<file path="src/rtl/grf_wb_arb.sv">
// grf_wb_arb: arbitrates the GRF write port between NREQ writeback
// requesters (0=ALU, 1=MEM, 2=MDU). At most one grant per cycle; the grant
// is registered and drives WE/A3/WD/PC together with a one-cycle ack pulse.
//
// Ports:
//   clk, reset        - system clock; asynchronous active-low reset
//   req               - per-requester write request, held until ack
//   a3_in/wd_in/pc_in - per-requester address (5b), data (32b), PC (32b)
//   ack               - one-hot pulse in the cycle the write reaches the GRF
//   WE/A3/WD/PC       - GRF write port (A3/WD/PC hold when idle)
//   pend              - combinational mask of registers with a pending write
//   busy              - two or more eligible requests present this cycle
//
// Build option: define GRF_WB_FIXED_PRIO_EN for fixed priority (lowest index
// wins, no rotation pointer); default is round-robin.
module grf_wb_arb #(
  parameter int unsigned NREQ = 3
) (
  input  logic                 clk,
  input  logic                 reset,
  input  logic [NREQ-1:0]      req,
  input  logic [5*NREQ-1:0]    a3_in,
  input  logic [32*NREQ-1:0]   wd_in,
  input  logic [32*NREQ-1:0]   pc_in,
  output logic [NREQ-1:0]      ack,
  output logic                 WE,
  output logic [4:0]           A3,
  output logic [31:0]          WD,
  output logic [31:0]          PC,
  output logic [31:0]          pend,
  output logic                 busy
);

  logic [NREQ-1:0] ack_q, ack_d;
  logic            we_q, we_d;
  logic [4:0]      a3_q, a3_d;
  logic [31:0]     wd_q, wd_d;
  logic [31:0]     pc_q, pc_d;

  logic            gnt_vld;
  int unsigned     gnt_i;
  logic [4:0]      a3_sel;
  logic [31:0]     wd_sel;
  logic [31:0]     pc_sel;

`ifndef GRF_WB_FIXED_PRIO_EN
  localparam int unsigned PW = (NREQ > 1) ? $clog2(NREQ) : 1;
  logic [PW-1:0] ptr_q, ptr_d;
`endif

  // The write port is treated as occupied during an ack cycle, so a new
  // grant is only decided when no ack is being presented.
  always_comb begin : grant
    int unsigned cand;
    cand    = 0;
    gnt_vld = 1'b0;
    gnt_i   = 0;
    if (ack_q == '0) begin
`ifdef GRF_WB_FIXED_PRIO_EN
      for (int unsigned i = 0; i < NREQ; i++) begin
        if (!gnt_vld && req[i]) begin
          gnt_vld = 1'b1;
          gnt_i   = i;
        end
      end
`else
      for (int unsigned k = 0; k < NREQ; k++) begin
        cand = (32'(ptr_q) + k) % NREQ;
        if (!gnt_vld && req[cand]) begin
          gnt_vld = 1'b1;
          gnt_i   = cand;
        end
      end
`endif
    end

`ifndef GRF_WB_FIXED_PRIO_EN
    ptr_d = ptr_q;
    if (gnt_vld) begin
      ptr_d = (gnt_i == NREQ - 1) ? '0 : PW'(gnt_i + 1);
    end
`endif

    a3_sel = a3_in[5*gnt_i +: 5];
    wd_sel = wd_in[32*gnt_i +: 32];
    pc_sel = pc_in[32*gnt_i +: 32];

    ack_d = gnt_vld ? (NREQ'(1) << gnt_i) : '0;
    // Writes to r0 still consume the slot and ack, but never enable the GRF.
    we_d  = gnt_vld && (a3_sel != '0);
    a3_d  = gnt_vld ? a3_sel : a3_q;
    wd_d  = gnt_vld ? wd_sel : wd_q;
    pc_d  = gnt_vld ? pc_sel : pc_q;
  end

  always_comb begin : hazard
    int unsigned n_elig;
    n_elig = 0;
    pend   = '0;
    for (int unsigned i = 0; i < NREQ; i++) begin
      if (req[i] && (a3_in[5*i +: 5] != '0)) begin
        pend[a3_in[5*i +: 5]] = 1'b1;
      end
      if (req[i] && !ack_q[i]) begin
        n_elig = n_elig + 1;
      end
    end
    busy = (n_elig >= 2);
  end

  always_ff @(posedge clk or negedge reset) begin
    if (!reset) begin
      ack_q <= '0;
      we_q  <= 1'b0;
      a3_q  <= '0;
      wd_q  <= '0;
      pc_q  <= '0;
`ifndef GRF_WB_FIXED_PRIO_EN
      ptr_q <= '0;
`endif
    end else begin
      ack_q <= ack_d;
      we_q  <= we_d;
      a3_q  <= a3_d;
      wd_q  <= wd_d;
      pc_q  <= pc_d;
`ifndef GRF_WB_FIXED_PRIO_EN
      ptr_q <= ptr_d;
`endif
    end
  end

  assign ack = ack_q;
  assign WE  = we_q;
  assign A3  = a3_q;
  assign WD  = wd_q;
  assign PC  = pc_q;

endmodule

</file>
<file path="config.mk">
export PLATFORM = sky130hd
export DESIGN_NAME = grf_wb_arb
export DESIGN_NICKNAME = d
export VERILOG_FILES = /design/src/rtl/grf_wb_arb.sv
export SDC_FILE = /design/constraint.sdc
export NUM_CORES = 1
export LEC_CHECK = 0
export CORE_ASPECT_RATIO = 0.7
export CORE_UTILIZATION = 30
export DETAILED_ROUTE_END_ITERATION = 7
export MAX_ROUTING_LAYER = met4
export PLACE_DENSITY = 0.77
export SLEW_MARGIN = 40
export SYNTH_ARGS = -nofsm -noshare
export SYNTH_HDL_FRONTEND = slang
export SYNTH_SLANG_ARGS = --single-unit
</file>
<file path="constraint.sdc">
create_clock -name clk -period 4.4 [get_ports clk]
set_clock_uncertainty 0.05 [all_clocks]
set_input_delay 1.1 -clock clk [delete_from_list [all_inputs] [get_ports clk]]
set_output_delay 1.1 -clock clk [all_outputs]
set_load 0.02 [all_outputs]
</file>
Word level (Yosys, flattened, before mapping):

Cells that the tools add are included.

* flip-flop bits (word level): 75
* input bits: 212
* output and inout bits: 106

* divide/modulo/power cells: 3
* add/subtract/negate cells: 5
* mux-type cells: 30
* multipliers: 1
* $lt $le $gt $ge: 10
* shift-type cells: 4
* reduce and logical (&&, ||, !) cells: 22
* bitwise logic cells: 2
* equal/unequal tests: 1

Operator list (count)
* $mux 32: 9
* $shiftx 96x33->32: 2
* $lt 32x3->1 const B: 3
* $add 32x1->32 const B: 2
* $mod 32x2->32 const B: 2
* $or 32x32->32: 2
* $shiftx 15x33->5: 1
* $eq 32x2->1 const B: 1
* $ge 32x2->1 const B: 1
* $mod 2x2->32 const B: 1
* $mul 3x32->32 const A: 1
* $shl 1x32->3 const A: 1
* $reduce_bool 5->1: 4
* $lt 5x6->1 const B: 3
* $demux 1 s5: 3
* $ge 5x1->1 const B: 3
* $mux 1: 13
* $logic_and 1x1->1: 12
* $bmux 1 s2: 3
* $logic_not 1->1: 5
* $add 2x1->3 const B: 1
* $add 2x2->3 const B: 1
* $logic_not 3->1: 1
* $mux 3: 1
* 2 further kinds: 2

Longest topological paths before layout:

* depth in word-level cells: 17
* depth in mapped cells: 19
* depth with buffers taken out: 19

Worst setup path before layout:

No wires, ideal clock.

* path kind: input port to flip-flop
* start: in req[0]
* end: reg we_q (netlist: WE)
* path slack: -0.163 ns
* stages: 15
* required time: 4.206 ns
* buffers on the path: 3
* arrival time: 4.369 ns
* cells stage by stage: buf_2 nor2_1 o2111ai_4 inv_4 buf_2 clkbuf_1 ha_1 ha_1 fa_1 xnor2_1 or4_4 and2_1 a32o_1 a31oi_1 a41oi_1

* longest elaborated chain between the ends: 16
* elaborated cells between the ends (all ways): 24

RTL lines
* from (decl): RTL line 21 `input logic [NREQ-1:0] req,`
* $bmux 1 s2: RTL line 69 `if (!gnt_vld && req[cand]) begin`
* $mux 1 (implied by the code): RTL line 69
* $mux 1: RTL line 69
* $mux 1: RTL line 58 `if (ack_q == '0) begin`
* $logic_not 1->1: RTL line 69
* $logic_and 1x1->1: RTL line 69
* $mux 1: RTL line 69
* $mux 1: RTL line 58
* $logic_not 1->1: RTL line 69
* $logic_and 1x1->1: RTL line 69
* $mux 32: RTL line 69
* $mux 32: RTL line 58
* $mul 3x32->32: RTL line 84 `a3_sel = a3_in[5*gnt_i +: 5];`
* $shiftx 15x33->5: RTL line 84
* $reduce_bool 5->1: RTL line 90 `we_d = gnt_vld && (a3_sel != '0);`
* $logic_and 1x1->1 (*): RTL line 90
* net we_d: RTL line 35 `logic we_q, we_d;`
* to (signal assigned): RTL line 123 `we_q <= we_d;`
* to (decl): RTL line 35

The timed path passes the listed nets; every way through them passes the cells marked *. The select of a mux whose other input is x is not followed.
A chain may end at the register's enable or synchronous reset.

Worst setup path after layout:

* start: in a3_in[13]
* end: out pend[9]

* longest elaborated chain between the ends: 6
* elaborated cells between the ends (all ways): 9

RTL lines
* from (decl): RTL line 22 `input logic [5*NREQ-1:0] a3_in,`
* $lt 5x6->1 (implied by the code) or $ge 5x1->1 (tied branches): RTL line 102 `pend[a3_in[5*i +: 5]] = 1'b1;`
* $logic_and 1x1->1 (implied by the code): RTL line 102
* $mux 1 (implied by the code): RTL line 102
* $demux 1 s5: RTL line 102
* $or 32x32->32 (no line)
* $mux 32 (*): RTL line 101 `if (req[i] && (a3_in[5*i +: 5] != '0)) begin`
* to (decl): RTL line 30 `output logic [31:0] pend,`

Every way passes the cells marked *; elsewhere a longest branch is shown, timed or not.

==> results.sh <==
export IMPL_status="finished clean"
export IMPL_final_setup_viol_count=0
export IMPL_numCtsBuffers=9
export IMPL_grt_max_degree=79
export IMPL_power_internal_mw=3.513
export IMPL_worst_ir_drop_vdd_uv=549.2
export IMPL_cp_required_ns=3.25
export IMPL_drc=0
export IMPL_switching_share_pct=45.78
export IMPL_synth_seq_area_share_pct=31.65
export IMPL_coreArea_sq_um=19130
export IMPL_ys_ff_latch=75
export IMPL_fin_nets=1371
export IMPL_portBuffers=316
export IMPL_vias=7428
export IMPL_clk_pin_slew_ns=0.05
export IMPL_die_area_sq_um=20340
export IMPL_fmaxAchievable_mhz=231.0
export IMPL_finalCoreUtilization_pct=52.96
export IMPL_htreeDepth=3
export IMPL_drive_gt1_share_pct=11.60
export IMPL_grt_pass1_wl_um=37780
export IMPL_final_max_slew_viol_count=0
export IMPL_synth_edf_count=0
export IMPL_crit_type="in2out"
export IMPL_start_kind="primary input"
export IMPL_clockPowerShare_pct=10.8
export IMPL_slew_headroom_pct=51.90
export IMPL_synthTopCellsByArea="dfrtp_1 (32%), nand2_1 (13%), a22o_1 (9.6%), a31oi_1 (7.5%), nor2_1 (6.4%)"
export IMPL_endpoint_kind="output port"
export IMPL_drtPass1Iterations=5
export IMPL_syn_nets=1037
export IMPL_period_needed_ns=4.328
export IMPL_drtIter0Drc=644
export IMPL_cts_tree="done"
export IMPL_gp_congestion=0.9526
export IMPL_dp_cells=1394
export IMPL_wl_per_cell_um=17.60
export IMPL_synth_warnings=0
export IMPL_hold_violations=0
export IMPL_worst_slew_pin_slew_ns=0.7215
export IMPL_drt_total_wl_um=24870
export IMPL_worstPathMaxFanout=4
export IMPL_fp_row_count=42
export IMPL_leakage_nw=4.357
export IMPL_seqPwrFrac_pct=19.7
export IMPL_synth_area_sq_um=5931
export IMPL_die_w_um=170.1
export IMPL_rsz0062_at_grt="false"
export IMPL_avgSynthCellArea_sq_um=7.340
export IMPL_post_dp_hpwl_um=18990
export IMPL_synthArstFlopShare_pct=100.0
export IMPL_clkSinkCount=75
export IMPL_power_frac_comb_pct=69.5
export IMPL_crit_arrival_ns=3.18
export IMPL_drtAntennaViolNets=0
export IMPL_antenna_found_initial=2
export IMPL_grtUsageTotal_pct=24.50
export IMPL_powerDensity_nw_per_um2=639.6
export IMPL_min_period_over_period_pct=98.37
export IMPL_netlist_area_leader_share_pct=31.65
export IMPL_syn_inst=808
export IMPL_maxCapViolCount=0
export IMPL_min_path_type="reg2reg"
export IMPL_final_instance_count_excl_fill=1413
export IMPL_grt_remaining_overflow=0
export IMPL_grt_pass1_vias=7015
export IMPL_holdBufCountCts=0
export IMPL_root_buffer="clkbuf_16"
export IMPL_areaGrowthSynthToFinish_pct=70.82
export IMPL_clk_latency_ns=0.32
export IMPL_yosysTopAreaCell="dfrtp_1"
export IMPL_io_pin_count=318
export IMPL_start_util_pct=31.00
export IMPL_avgViaCountPerCell=5.257
export IMPL_synth_ff_type="dfrtp_1"
export IMPL_cts_buffer_depth=2
export IMPL_yosysUniqueCellTypes=66
export IMPL_p_switching_mw=2.967
export IMPL_die_height_um=119.6
[repair_timing]
item	in CTS	in global routing
setup endpoints to repair	11	14
pin swaps	0	2
setup buffers	0	1
resized for setup	2	27
[metal layers]
layer  global-route usage, %  routed length, um  vias up
met4                   4.561                231        0
met3                   5.838               1959       16
met1                   34.29              11640     3549
met2                   35.96              11050      317
li1                        -                  -     3546
met5                       -                  0        -
[flip-flops by register name, summed over array words and instances, names as in the netlist]
register and flops:
PC 32, WD 32, A3 5, ack 3
ptr_q 2, WE 1
[metrics by stage]
step / area (sq um) / total power, mW / hold slack (ns) / setup TNS [ns] / setup WS (ns)
2_1_floorplan: 5937 / 3.972 / 0.4788 / 0 / 0.007305
3_3_place_gp: 9756 / 5.659 / 0.4351 / -1.840 / -0.3801
3_5_place_dp: 9756 / 5.720 / 0.4407 / -2.635 / -0.4843
4_1_cts: 10040 / 6.446 / 0.4581 / 0 / 0.03239
5_1_grt: 10130 / 6.941 / 0.4721 / 0 / 0.01078
6_report: 10130 / 6.480 / 0.4507 / 0 / 0.07170
[cells in the final DEF, fill, tap and decap left out, drive strengths merged, types with 2 or more instances in the layout]
master / n
a21oi: 13
a22o: 65
a22oi: 21
a2bb2oi: 2
a31oi: 71
a32oi: 8
and2: 2
and3: 2
buf: 79
clkbuf: 12
clkdlybuf4s50: 310
clkinvlp: 4
dfrtp: 75
diode: 2
dlymetal6s2s: 3
ha: 16
inv: 18
mux2: 5
mux2i: 6
nand2: 211
nand2b: 15
nand3: 11
nand4: 6
nor2: 101
nor2b: 11
nor3: 12
nor3b: 3
nor4: 3
nor4b: 3
o2111ai: 2
o211ai: 4
o21a: 2
o21ai: 19
o31ai: 6
or2: 2
or3: 2
or4: 2
[critical path: stages]
cell,delay [ns]
clkdlybuf4s50_1,0.59
nand2_1,0.24
nor3_1,0.37
a22oi_1,0.15
o21ai_0,0.10
clkdlybuf4s50_1,0.63
[synth_stat cells, drive strengths merged (3+ instances only)]
cell type,n
a21oi,13
a22o,65
a22oi,21
a31oi,71
a32oi,8
buf,15
clkbuf,56
dfrtp,75
ha,16
inv,16
mux2,5
mux2i,6
nand2,211
nand2b,15
nand3,11
nand4,6
nor2,101
nor2b,11
nor3,12
nor3b,3
nor4,3
nor4b,3
o211ai,4
o21ai,19
o31ai,6
[path summary, 6_finish.rpt]
| path | startpoint | slack [ns] | cells past startpoint | to |
|---|---|---|---|---|
| max | a3_in[13] | 0.07 | 6 | pend[9] |
| min | A3[1] | 0.45 | 2 | A3[1] |
| max reg2reg | ptr_q[1] | 0.20 | 17 | WE |
| min reg2reg | A3[1] | 0.45 | 2 | A3[1] |
| max in group asynchronous | reset | 2.72 | 2 | WD[6] |
| min in group asynchronous | reset | 0.77 | 1 | WD[19] |
[area by class of cell]
type	count	area, sq um
diodes	2	5.005
clock buffers	10	239.0
clock inverters	6	47.55
fillers	1826	8997
inverters	16	67.56
multi-input cells	646	3804
flip-flops and latches	75	1878
well taps	264	330.3
repair buffers	394	3760
[kinds of logic after synthesis]
kind of cell	after synthesis	share of synthesized area (%)
buffers and inverters	87	5.865
flip-flops	75	31.65
adder cells (fa/ha/maj)	18	3.882
AO/OA/AOI/OAI	224	27.70
AND/OR/NAND/NOR	390	28.29
XOR/XNOR	1	0.1477
other	1	0.06323
multiplexers	12	2.405
[power groups by stage]
stage	combinational (mW)	sequential [mW]	clock (mW)
2_1_floorplan	2.32	1.66	0
3_3_place_gp	4.38	1.28	0
3_5_place_dp	4.45	1.27	0
4_1_cts	4.45	1.27	0.722
5_1_grt	4.86	1.32	0.759
6_report	4.50	1.28	0.702
(Power assumes the default switching activity.)
